[src/rtl/motor_ctrl_pkg.sv]
// motor_ctrl_pkg: shared command codes, ramp FSM states and default duty ceiling
package motor_ctrl_pkg;
  localparam logic [2:0] CMD_NOP     = 3'd0;
  localparam logic [2:0] CMD_SET     = 3'd1;
  localparam logic [2:0] CMD_UP      = 3'd2;
  localparam logic [2:0] CMD_DOWN    = 3'd3;
  localparam logic [2:0] CMD_STOP    = 3'd4;
  localparam logic [2:0] CMD_REVERSE = 3'd5;
  localparam int MAX_RATE_DEF = 99;
  typedef enum logic [1:0] {IDLE, RAMP, BRAKE, DEAD} state_t;
endpackage

[src/rtl/ramp_tick_gen.sv]
// ramp_tick_gen: free-running divider with synchronous clear, one-cycle Tick every RAMP_DIV cycles
module ramp_tick_gen #(
  parameter int RAMP_DIV = 1000,
  parameter int CW       = 16
) (
  input  logic Clk,
  input  logic Rst,
  input  logic Clr,
  output logic Tick
);
  logic [CW-1:0] cnt_q, cnt_d;
  assign Tick = cnt_q == CW'(RAMP_DIV - 1);
  // wrap on tick, restart on clear so the next tick lands RAMP_DIV cycles later
  always_comb cnt_d = (Clr | Tick) ? '0 : cnt_q + 1'b1;
  // counter register
  always_ff @(posedge Clk or negedge Rst)
    if (!Rst) cnt_q <= '0;
    else      cnt_q <= cnt_d;
endmodule

[src/rtl/speed_ramp_ctrl.sv]
// speed_ramp_ctrl: command-driven duty slew controller with safe brake/dead-time direction reversal
module speed_ramp_ctrl
  import motor_ctrl_pkg::*;
#(
  parameter int MAX_RATE   = MAX_RATE_DEF,
  parameter int STEP       = 10,
  parameter int RAMP_DIV   = 1000,
  parameter int DEAD_TICKS = 4,
  parameter int CW         = 16
) (
  input  logic       Clk,
  input  logic       Rst,
  input  logic       CmdValid,
  output logic       CmdReady,
  input  logic [2:0] CmdCode,
  input  logic [6:0] CmdArg,
  input  logic       EStop,
  output logic [6:0] RateSet,
  output logic       Dir,
  output logic       Busy,
  output logic       CmdErr
);
  state_t     state_q, state_d;
  logic [6:0] target_q, target_d, saved_q, saved_d, rate_q, rate_d;
  logic [7:0] dead_q, dead_d, up_sum;
  logic [6:0] set_t, up_t, dn_t, adj_t;
  logic       dir_q, dir_d, err_q, err_d, live_q, tick, accept, clr;

  assign CmdReady = live_q & ~EStop & (state_q == IDLE || state_q == RAMP);
  assign accept   = CmdValid & CmdReady;
  assign clr      = accept | (state_d != state_q);
  assign RateSet  = rate_q;
  assign Dir      = dir_q;
  assign CmdErr   = err_q;
  assign Busy     = state_q != IDLE;

  assign up_sum = {1'b0, target_q} + 8'(STEP);
  assign set_t  = (CmdArg > 7'(MAX_RATE)) ? 7'(MAX_RATE) : CmdArg;
  assign up_t   = (up_sum > 8'(MAX_RATE)) ? 7'(MAX_RATE) : up_sum[6:0];
  assign dn_t   = ({1'b0, target_q} < 8'(STEP)) ? 7'd0 : target_q - 7'(STEP);
  assign adj_t  = (CmdCode == CMD_SET) ? set_t : (CmdCode == CMD_UP) ? up_t : dn_t;

  ramp_tick_gen #(.RAMP_DIV(RAMP_DIV), .CW(CW)) u_tick (
    .Clk  (Clk),
    .Rst  (Rst),
    .Clr  (clr),
    .Tick (tick)
  );

  // next state: EStop overrides commands, commands override the tick step
  always_comb begin
    state_d  = state_q;
    target_d = target_q;
    saved_d  = saved_q;
    rate_d   = rate_q;
    dir_d    = dir_q;
    dead_d   = dead_q;
    err_d    = 1'b0;
    if (EStop) begin
      state_d  = IDLE;
      target_d = '0;
      saved_d  = '0;
      rate_d   = '0;
      dead_d   = '0;
    end else if (accept) begin
      case (CmdCode)
        CMD_NOP: ;
        CMD_SET, CMD_UP, CMD_DOWN: begin
          target_d = adj_t;
          state_d  = (adj_t != rate_q) ? RAMP : IDLE;
        end
        CMD_STOP: begin
          target_d = '0;
          rate_d   = '0;
          state_d  = IDLE;
        end
        CMD_REVERSE: begin
          saved_d  = target_q;
          target_d = '0;
          dead_d   = '0;
          state_d  = (rate_q == '0) ? DEAD : BRAKE;
        end
        default: err_d = 1'b1;
      endcase
    end else if (tick) begin
      case (state_q)
        RAMP: begin
          rate_d  = (rate_q < target_q) ? rate_q + 7'd1 : rate_q - 7'd1;
          state_d = (rate_d == target_q) ? IDLE : RAMP;
        end
        BRAKE: begin
          rate_d  = rate_q - 7'd1;
          state_d = (rate_d == '0) ? DEAD : BRAKE;
        end
        DEAD: begin
          dead_d = dead_q + 8'd1;
          if (dead_d == 8'(DEAD_TICKS)) begin
            dir_d    = ~dir_q;
            target_d = saved_q;
            saved_d  = '0;
            state_d  = (saved_q != '0) ? RAMP : IDLE;
          end
        end
        default: ;
      endcase
    end
  end

  // FSM and registered outputs
  always_ff @(posedge Clk or negedge Rst)
    if (!Rst) begin
      state_q  <= IDLE;
      target_q <= '0;
      saved_q  <= '0;
      rate_q   <= '0;
      dir_q    <= 1'b0;
      dead_q   <= '0;
      err_q    <= 1'b0;
      live_q   <= 1'b0;
    end else begin
      state_q  <= state_d;
      target_q <= target_d;
      saved_q  <= saved_d;
      rate_q   <= rate_d;
      dir_q    <= dir_d;
      dead_q   <= dead_d;
      err_q    <= err_d;
      live_q   <= 1'b1;
    end
endmodule

[config.mk]
export PLATFORM = sky130hd
export DESIGN_NAME = speed_ramp_ctrl
export DESIGN_NICKNAME = d
export VERILOG_FILES = /design/src/rtl/motor_ctrl_pkg.sv /design/src/rtl/ramp_tick_gen.sv /design/src/rtl/speed_ramp_ctrl.sv
export SDC_FILE = /design/constraint.sdc
export NUM_CORES = 1
export LEC_CHECK = 0
export CAP_MARGIN = 10
export CORE_ASPECT_RATIO = 0.8
export CORE_UTILIZATION = 30
export CTS_BUF_LIST = sky130_fd_sc_hd__clkbuf_8
export DETAILED_ROUTE_END_ITERATION = 16
export SKIP_LAST_GASP = 1
export SYNTH_ARGS = -nofsm -noshare
export SYNTH_HDL_FRONTEND = slang
export SYNTH_SLANG_ARGS = --single-unit
[constraint.sdc]
create_clock -name Clk -period 2.9 [get_ports Clk]
set_clock_uncertainty 0.15 [all_clocks]
set_input_delay 0.435 -clock Clk [delete_from_list [all_inputs] [get_ports Clk]]
set_output_delay 0.435 -clock Clk [all_outputs]
set_load 0.01 [all_outputs]
==> results of run 1 <==
## through the flow
stage	hold WS (ns)	setup TNS, ns	cells
2_1_floorplan	-0.0106	0	482
3_3_place_gp	0.239	-0.223	721
3_5_place_dp	0.246	-0.337	721
4_1_cts	0.335	0	730
5_1_grt	0.359	0	730
6_report	0.327	0	730
## cell families after synthesis
| logic type | after synthesis | share of synthesized area [%] |
|---|---|---|
| mux | 15 | 3.95 |
| xor+xnor | 42 | 9.23 |
| other cells | 1 | 0.0940 |
| flops | 50 | 31.4 |
| compound gates | 114 | 19.3 |
| buf+inv | 46 | 4.71 |
| simple gates | 193 | 24.8 |
| fa+ha+maj | 21 | 6.59 |
## area by class of cell
cell class,count,area [sq um],area share (%)
Multi-Input combinational cell,386,2590,51.8
Timing Repair Buffer,92,748,15.0
Tap cell,175,219,4.38
Inverter,19,71.3,1.43
Clock inverter,3,47.5,0.952
Clock buffer,5,68.8,1.38
Sequential cell,50,1250,25.1
## cell usage in the layout (no fill, tap or decap), types with 5 or more instances in the layout
| cell type | synthesis | routed |
|---|---|---|
| and3_1 | 10 | 10 |
| clkdlybuf4s50_1 | 0 | 23 |
| dfrtp_1 | 50 | 47 |
| clkbuf_8 | 0 | 5 |
| xor2_1 | 21 | 21 |
| a21oi_1 | 12 | 12 |
| inv_1 | 19 | 19 |
| nand2b_1 | 8 | 8 |
| nand2_1 | 45 | 45 |
| xnor2_1 | 21 | 21 |
| o31ai_1 | 8 | 8 |
| a31oi_1 | 8 | 7 |
| mux2i_1 | 9 | 9 |
| mux2_2 | 6 | 6 |
| o21ai_0 | 39 | 37 |
| nand3_1 | 25 | 25 |
| and2_1 | 5 | 5 |
| a21o_1 | 7 | 7 |
| buf_4 | 1 | 67 |
| ha_1 | 21 | 21 |
| nor2_1 | 41 | 41 |
| nor2b_1 | 5 | 5 |
| nor4_1 | 10 | 9 |
| nand4_1 | 5 | 5 |
| nor3_1 | 18 | 16 |
## sequential cells by signal (all words and copies together), names as in the netlist
register      count
state_q           2
u_tick.cnt_q     16
Dir               1
dead_q            8
saved_q           7
RateSet           7
target_q          7
live_q            1
CmdErr            1
## worst register-to-register path, cell delays in order (launching register included)
cell and delay (ns):
dfrtp_2 0.48, inv_1 0.10, ha_1 0.31, a2111o_1 0.43
o22ai_2 0.18, buf_4 0.18, mux2i_1 0.24, xnor2_1 0.15
nand4_1 0.12, o21ai_0 0.21, nand3b_1 0.10
## repair_timing
item / CTS / global route
endpoints found under the setup margin: 0 / 5
resized for setup: 0 / 11
hold buffers: 1 / 0
endpoints found under the hold margin: 18 / 0
## report_power, final
| group | internal (uW) | leakage, uW | switching (uW) |
|---|---|---|---|
| sequential | 740 | 0.000679 | 58.4 |
| clock | 264 | 0.0000591 | 263 |
| combinational | 293 | 0.00149 | 332 |
| total | 1300 | 0.00223 | 653 |
## metal layers
| metal | track usage, % | part of all wire (%) | vias up |
|---|---|---|---|
| li1 | - | - | 1870 |
| met1 | 28.8 | 51 | 1892 |
| met2 | 27.1 | 43 | 121 |
| met3 | 2.00 | 5.0 | 6 |
| met4 | 2.55 | 0.57 | 0 |
| met5 | 0 | 0 | - |
## final timing paths
| kind | end | slack [ns] | cells after the start |
|---|---|---|---|
| worst min-delay path | Dir | 0.33 | 1 |
| min in group asynchronous | u_tick.cnt_q[4] | 0.44 | 2 |
| max in group asynchronous | target_q[4] | 1.37 | 3 |
| worst max register to register | state_q[0] | 0.14 | 10 |
| worst min register to register | Dir | 0.33 | 1 |
| worst max-delay path | state_q[0] | 0.09 | 9 |
==> results.yml, run 1 <==
global_routing:
  grt-ovfl-total: 0
  grt_max_degree: 33
  grt_use_total_pct: 18.4
  grt_antenna_before_repair: 0
  grt_pass1_vias: 3669
  grt_pass1_wl_mm: 19.5
worst_setup_path:
  timing.critical_path.slowest_stage_cell: "clkdlybuf4s50_1"
  cp.arrival_ns: 2.85
  cp_max_fo: 4
  cpLargestDelayFamily: "simple AND/OR/NAND/NOR gates"
  worstSetupPathType: "in -> reg"
  cp-end-kind: "register"
  crit_buf_inv: 1
  critPathMaxStageDelay_ns: 0.53
  path_cells: "clkdlybuf4s50_1, or3b_4, nor3_4, nor3_1, a211o_1, nor4_1, nand4_1, o41ai_2, nand3b_1"
  r2r-start: "target_q[4]"
  start_kind: "input port"
  crit_required_ns: 2.94
  critPathLaunch: "CmdCode[0]"
placement:
  port_buffers: 24
  dp_hpwl_mm: 9.54
  dp_slack_ns: -0.252
  place_congestion: 0.889
  placed_area_sq_um: 4830
sta:
  worst_slew_margin_rel_pct: 65.6
  fmax_mhz: 355
  tightestPinTransition_ns: 0.513
  min_period_ns: 2.81
  rsz0062_at_grt: "no"
  setup_viol: 0
  finalCritPeriodShare_pct: 97.0
  final_max_slew_viol_count: 0
  finalWorstSetupSlack_ns: 0.0869
  finalHoldViolCount: 0
cells_and_area:
  final_cell_area_sq_um: 5000
  postLayoutCoreUtil_pct: 38.7
  fin_nets: 589
  area_growth_pct: 25.3
  drive_above_1_share_pct: 18.4
  fillers: 1297
  n_antenna_cell: 0
floorplan:
  die_w_um: 131
  floorplan.initialDensity_pct: 30.9
  die_area_sq_um: 13800
  coreArea_sq_um: 12900
  fp-row-count: 37
  die_height_um: 105
  io_pins: 25
synth:
  synth_nets: 517
  synthFlopType: "dfrtp_1"
  synth-edff-count: 0
  synth_cells: 482
  syn_avg_cell_area_sq_um: 8.27
  yosys.area.top_type: "dfrtp_1"
  ys_seq_area_share_pct: 31.4
  syn_area_sq_um: 3990
  netlist_top_cells_count: "dfrtp_1, nand2_1, nor2_1, o21ai_0, nand3_1"
  yosysMostFrequentCell: "dfrtp_1"
  synthTopCellsByArea: "dfrtp_1, ha_1, o21ai_0"
  synth_top_cell_area_share_pct: 31.4
  async_flop_share_pct: 100
  synth.ff_latch_count: 50
  synth_cell_types: 63
  yosysWarnings: 0
routing:
  wl_per_cell_um: 16.6
  routed_wl_mm: 12.1
  avgViaCountPerCell: 5.33
  antenna_left: 0
  drtIter0Drc: 346
  vias: 3889
  firstDrtPassIters: 5
  drc: 0
power_and_ir_drop:
  total_power_uw: 1950
  p_per_area_nw_per_um2: 391
  p_leak_uw: 0.00223
  max-vdd-ir-drop_uv: 402
clock_network:
  clkTransAtPathRegs_ns: 0.11
  cts_setup_buffers: 0
  cts_tree: "built"
  cts_buffers: 5
  clockRootBuffer: "clkbuf_8"
  clk_latency_ns: 0.31
  cts_buffer_depth: 2
  htreeDepth: 2
  clkSinkCount: 50
flow_run:
  drv_cap: 0
run_status:
  outcome: "completed"
worst_hold_path:
  hp-class: "reg -> reg"
  hold_start: "Dir"
Power figures use the tool's default switching activity.
==> run 2: changes to the inputs <==
--- a/config.mk
+++ b/config.mk
@@ -10,7 +10,6 @@
 export CORE_UTILIZATION = 30
 export CTS_BUF_LIST = sky130_fd_sc_hd__clkbuf_8
 export DETAILED_ROUTE_END_ITERATION = 16
-export SKIP_LAST_GASP = 1
 export SYNTH_ARGS = -nofsm -noshare
 export SYNTH_HDL_FRONTEND = slang
 export SYNTH_SLANG_ARGS = --single-unit
==> results of run 2 <==
Same layout as run 1: the final DEF is identical, and so are final timing and power.
==> run 3: changes to the inputs <==
--- a/config.mk
+++ b/config.mk
@@ -5,11 +5,12 @@
 export SDC_FILE = /design/constraint.sdc
 export NUM_CORES = 1
 export LEC_CHECK = 0
+export ABC_AREA = 1
 export CAP_MARGIN = 10
-export CORE_ASPECT_RATIO = 0.8
 export CORE_UTILIZATION = 30
 export CTS_BUF_LIST = sky130_fd_sc_hd__clkbuf_8
 export DETAILED_ROUTE_END_ITERATION = 16
+export SLEW_MARGIN = 0
 export SYNTH_ARGS = -nofsm -noshare
 export SYNTH_HDL_FRONTEND = slang
 export SYNTH_SLANG_ARGS = --single-unit
==> run 3 against run 2 <==
Against the previous run: via count is 1.4% lower; global-route usage is 1.2 points lower; core utilization is 0.23 points higher; first-iteration DRC count is 41% lower; wire length is 9.8% lower; critical endpoint is now u_tick.cnt_q[4]; flip-flop and latch count stayed put; synthesized cell count is 15% higher; worst setup slack better by 0.094 ns; sequential power is 2.8% lower.
==> results.yml, run 3 <==
clock_network:
  clkSinkCount: 50
  cts_buffer_depth: 2
  cts_buffers: 5
  cts_tree: "built"
  clk_latency_ns: 0.31
  clkTransAtPathRegs_ns: 0.10
  clockRootBuffer: "clkbuf_8"
  htreeDepth: 2
power_and_ir_drop:
  max-vdd-ir-drop_uv: 280
  p_leak_uw: 0.00231
  p_per_area_nw_per_um2: 421
worst_setup_path:
  crit_required_ns: 2.96
  cp.arrival_ns: 2.78
  worstSetupPathType: "reg -> reg"
  start_kind: "register"
  cp_max_fo: 8
  cp-end-kind: "register"
global_routing:
  grt_use_total_pct: 17.1
  grt_max_degree: 19
  grt-ovfl-total: 0
  grt_antenna_before_repair: 0
  grt_pass1_wl_mm: 17.8
  grt_pass1_vias: 3744
synth:
  synth_nets: 587
  synth_cells: 552
  synthFlopType: "dfrtp_1"
  async_flop_share_pct: 100
  yosys.area.top_type: "dfrtp_1"
  ys_seq_area_share_pct: 32.5
  yosysMostFrequentCell: "nand2_1"
  yosysWarnings: 0
  syn_avg_cell_area_sq_um: 6.97
  netlist_top_cells_count: "nand2_1, inv_1, nand3_1, nor2_1, dfrtp_1"
  synth_top_cell_area_share_pct: 32.5
  synthTopCellsByArea: "dfrtp_1, nand2_1, inv_1"
  synth.ff_latch_count: 50
  synth_cell_types: 43
  synth-edff-count: 0
  syn_area_sq_um: 3850
cells_and_area:
  largest_register_ffs: 16
  layout_common_cells: "nand2_1, inv_1, nand3_1"
  drive_above_1_share_pct: 16.0
  mostFrequentLayoutCell: "nand2_1"
  area_growth_pct: 24.0
  max_flop_register: "u_tick.cnt_q"
  top_regs: "u_tick.cnt_q (16), dead_q (8)"
  fin_nets: 654
  final_cell_area_sq_um: 4770
  n_antenna_cell: 0
  finalNonFillerCells: 788
placement:
  dp_hpwl_mm: 8.62
  port_buffers: 24
  placed_cells: 777
  place_congestion: 0.971
  placed_area_sq_um: 4550
routing:
  avgViaCountPerCell: 4.87
  firstDrtPassIters: 4
  drc: 0
  vias: 3834
  antenna_left: 0
  routed_wl_mm: 11.0
  drtIter0Drc: 205
  wl_per_cell_um: 13.9
floorplan:
  fp-row-count: 40
  die_height_um: 115
  io_pins: 25
  die_w_um: 115
  floorplan.initialDensity_pct: 31.4
  coreArea_sq_um: 12300
  die_area_sq_um: 13300
sta:
  setup_viol: 0
  finalCritPeriodShare_pct: 93.8
  finalHoldViolCount: 0
  tightestPinTransition_ns: 0.520
  final_max_slew_viol_count: 0
  fmax_mhz: 368
  min_period_ns: 2.72
  worst_slew_margin_rel_pct: 65.0
run_status:
  outcome: "completed"
worst_hold_path:
  hp-class: "reg -> reg"
flow_run:
  drv_cap: 0
## run 3: cell types whose count changed after synthesis, sizes merged, moves of 7 or more
cell    delta
nand4     +10
xnor2     -17
nor3      -14
a21o       -7
nand3     +29
and3       -9
inv       +61
mux2i      -9
nand2b     -8
o21ai     -13
clkbuf    -12
nand2    +103
nor2      +21
## run 3: final timing paths
path / end / startpoint / slack [ns] / depth (start not counted)
hold / removal: u_tick.cnt_q[0] / u_tick.cnt_q[0] / 0.31 / 1
max in group asynchronous: saved_q[6] / Rst / 1.59 / 3
hold reg to reg: u_tick.cnt_q[0] / u_tick.cnt_q[0] / 0.31 / 1
setup / recovery: u_tick.cnt_q[4] / RateSet[2] / 0.18 / 17
setup reg to reg: u_tick.cnt_q[4] / RateSet[2] / 0.18 / 17
min in group asynchronous: u_tick.cnt_q[6] / Rst / 0.41 / 2
## run 3: where the power goes
| group | switching [uW] | leakage [uW] | internal, uW |
|---|---|---|---|
| logic | 432 | 0.00157 | 279 |
| registers | 31.9 | 0.000682 | 745 |
| clock network | 259 | 0.0000587 | 262 |
## run 3: cells by family after synthesis
logic type                 synth area share [%]
DFF                                        32.5
and+or+nand+nor                            34.5
AOI/OAI and AO/OA                          10.6
adders and majority gates                  6.83
buffers and inverters                      9.53
other                                    0.0975
xor gates and xnor gates                   5.92
## run 3: metrics by stage
step	hold slack (ns)	total power, uW	util [%]	worst slack (ns)	TNS, ns
floorplan	-0.0106	1220	-	0.332	0
global placement	0.223	1460	37.1	0.0764	0
CTS	0.323	2000	38.2	0.0559	0
finish	0.312	2010	38.9	0.181	0
detailed placement	0.226	1470	37.1	0.0272	0
global route	0.328	2140	38.9	-0.0134	-0.0315
## run 3: repair_timing
item                                   in CTS  in global routing
gates resized for setup                     0                 22
setup endpoints to repair                   0                 17
endpoints found under the hold margin      14                  0
setup buffers                               0                  1
hold buffers                                1                  0
## run 3: per-layer routing
layer	wire [um]	global-route usage (%)	part of all wire, %
met2	5320	30.2	49
met3	647	2.32	5.9
met1	4960	22.4	45
met4	34	3.38	0.31
met5	0	0	0
## run 3: cell type report
class                           count  area, sq um
Inverter                           81          304
Timing Repair Buffer               69          576
Multi-Input combinational cell    412         2310
Tap cell                          168          210
Clock buffer                        5         68.8
Sequential cell                    50         1250
Clock inverter                      3         47.5
Fill cell                        1286         7490
## run 3: worst max-delay path, cell delays in order, from the launching register on
cell and delay, ns:
dfrtp_1 0.40, ha_1 0.31, a21oi_1 0.13, o21ai_1 0.12, nand4_1 0.14, buf_4 0.14, nand3b_1 0.09, buf_4 0.14
nand3_1 0.07, nand4_1 0.12, nor2_1 0.10, nand2_1 0.09, nand2_1 0.06, nand2_1 0.06, nand2_2 0.09, nand4_4 0.17
nand2_8 0.17, nor2_1 0.06
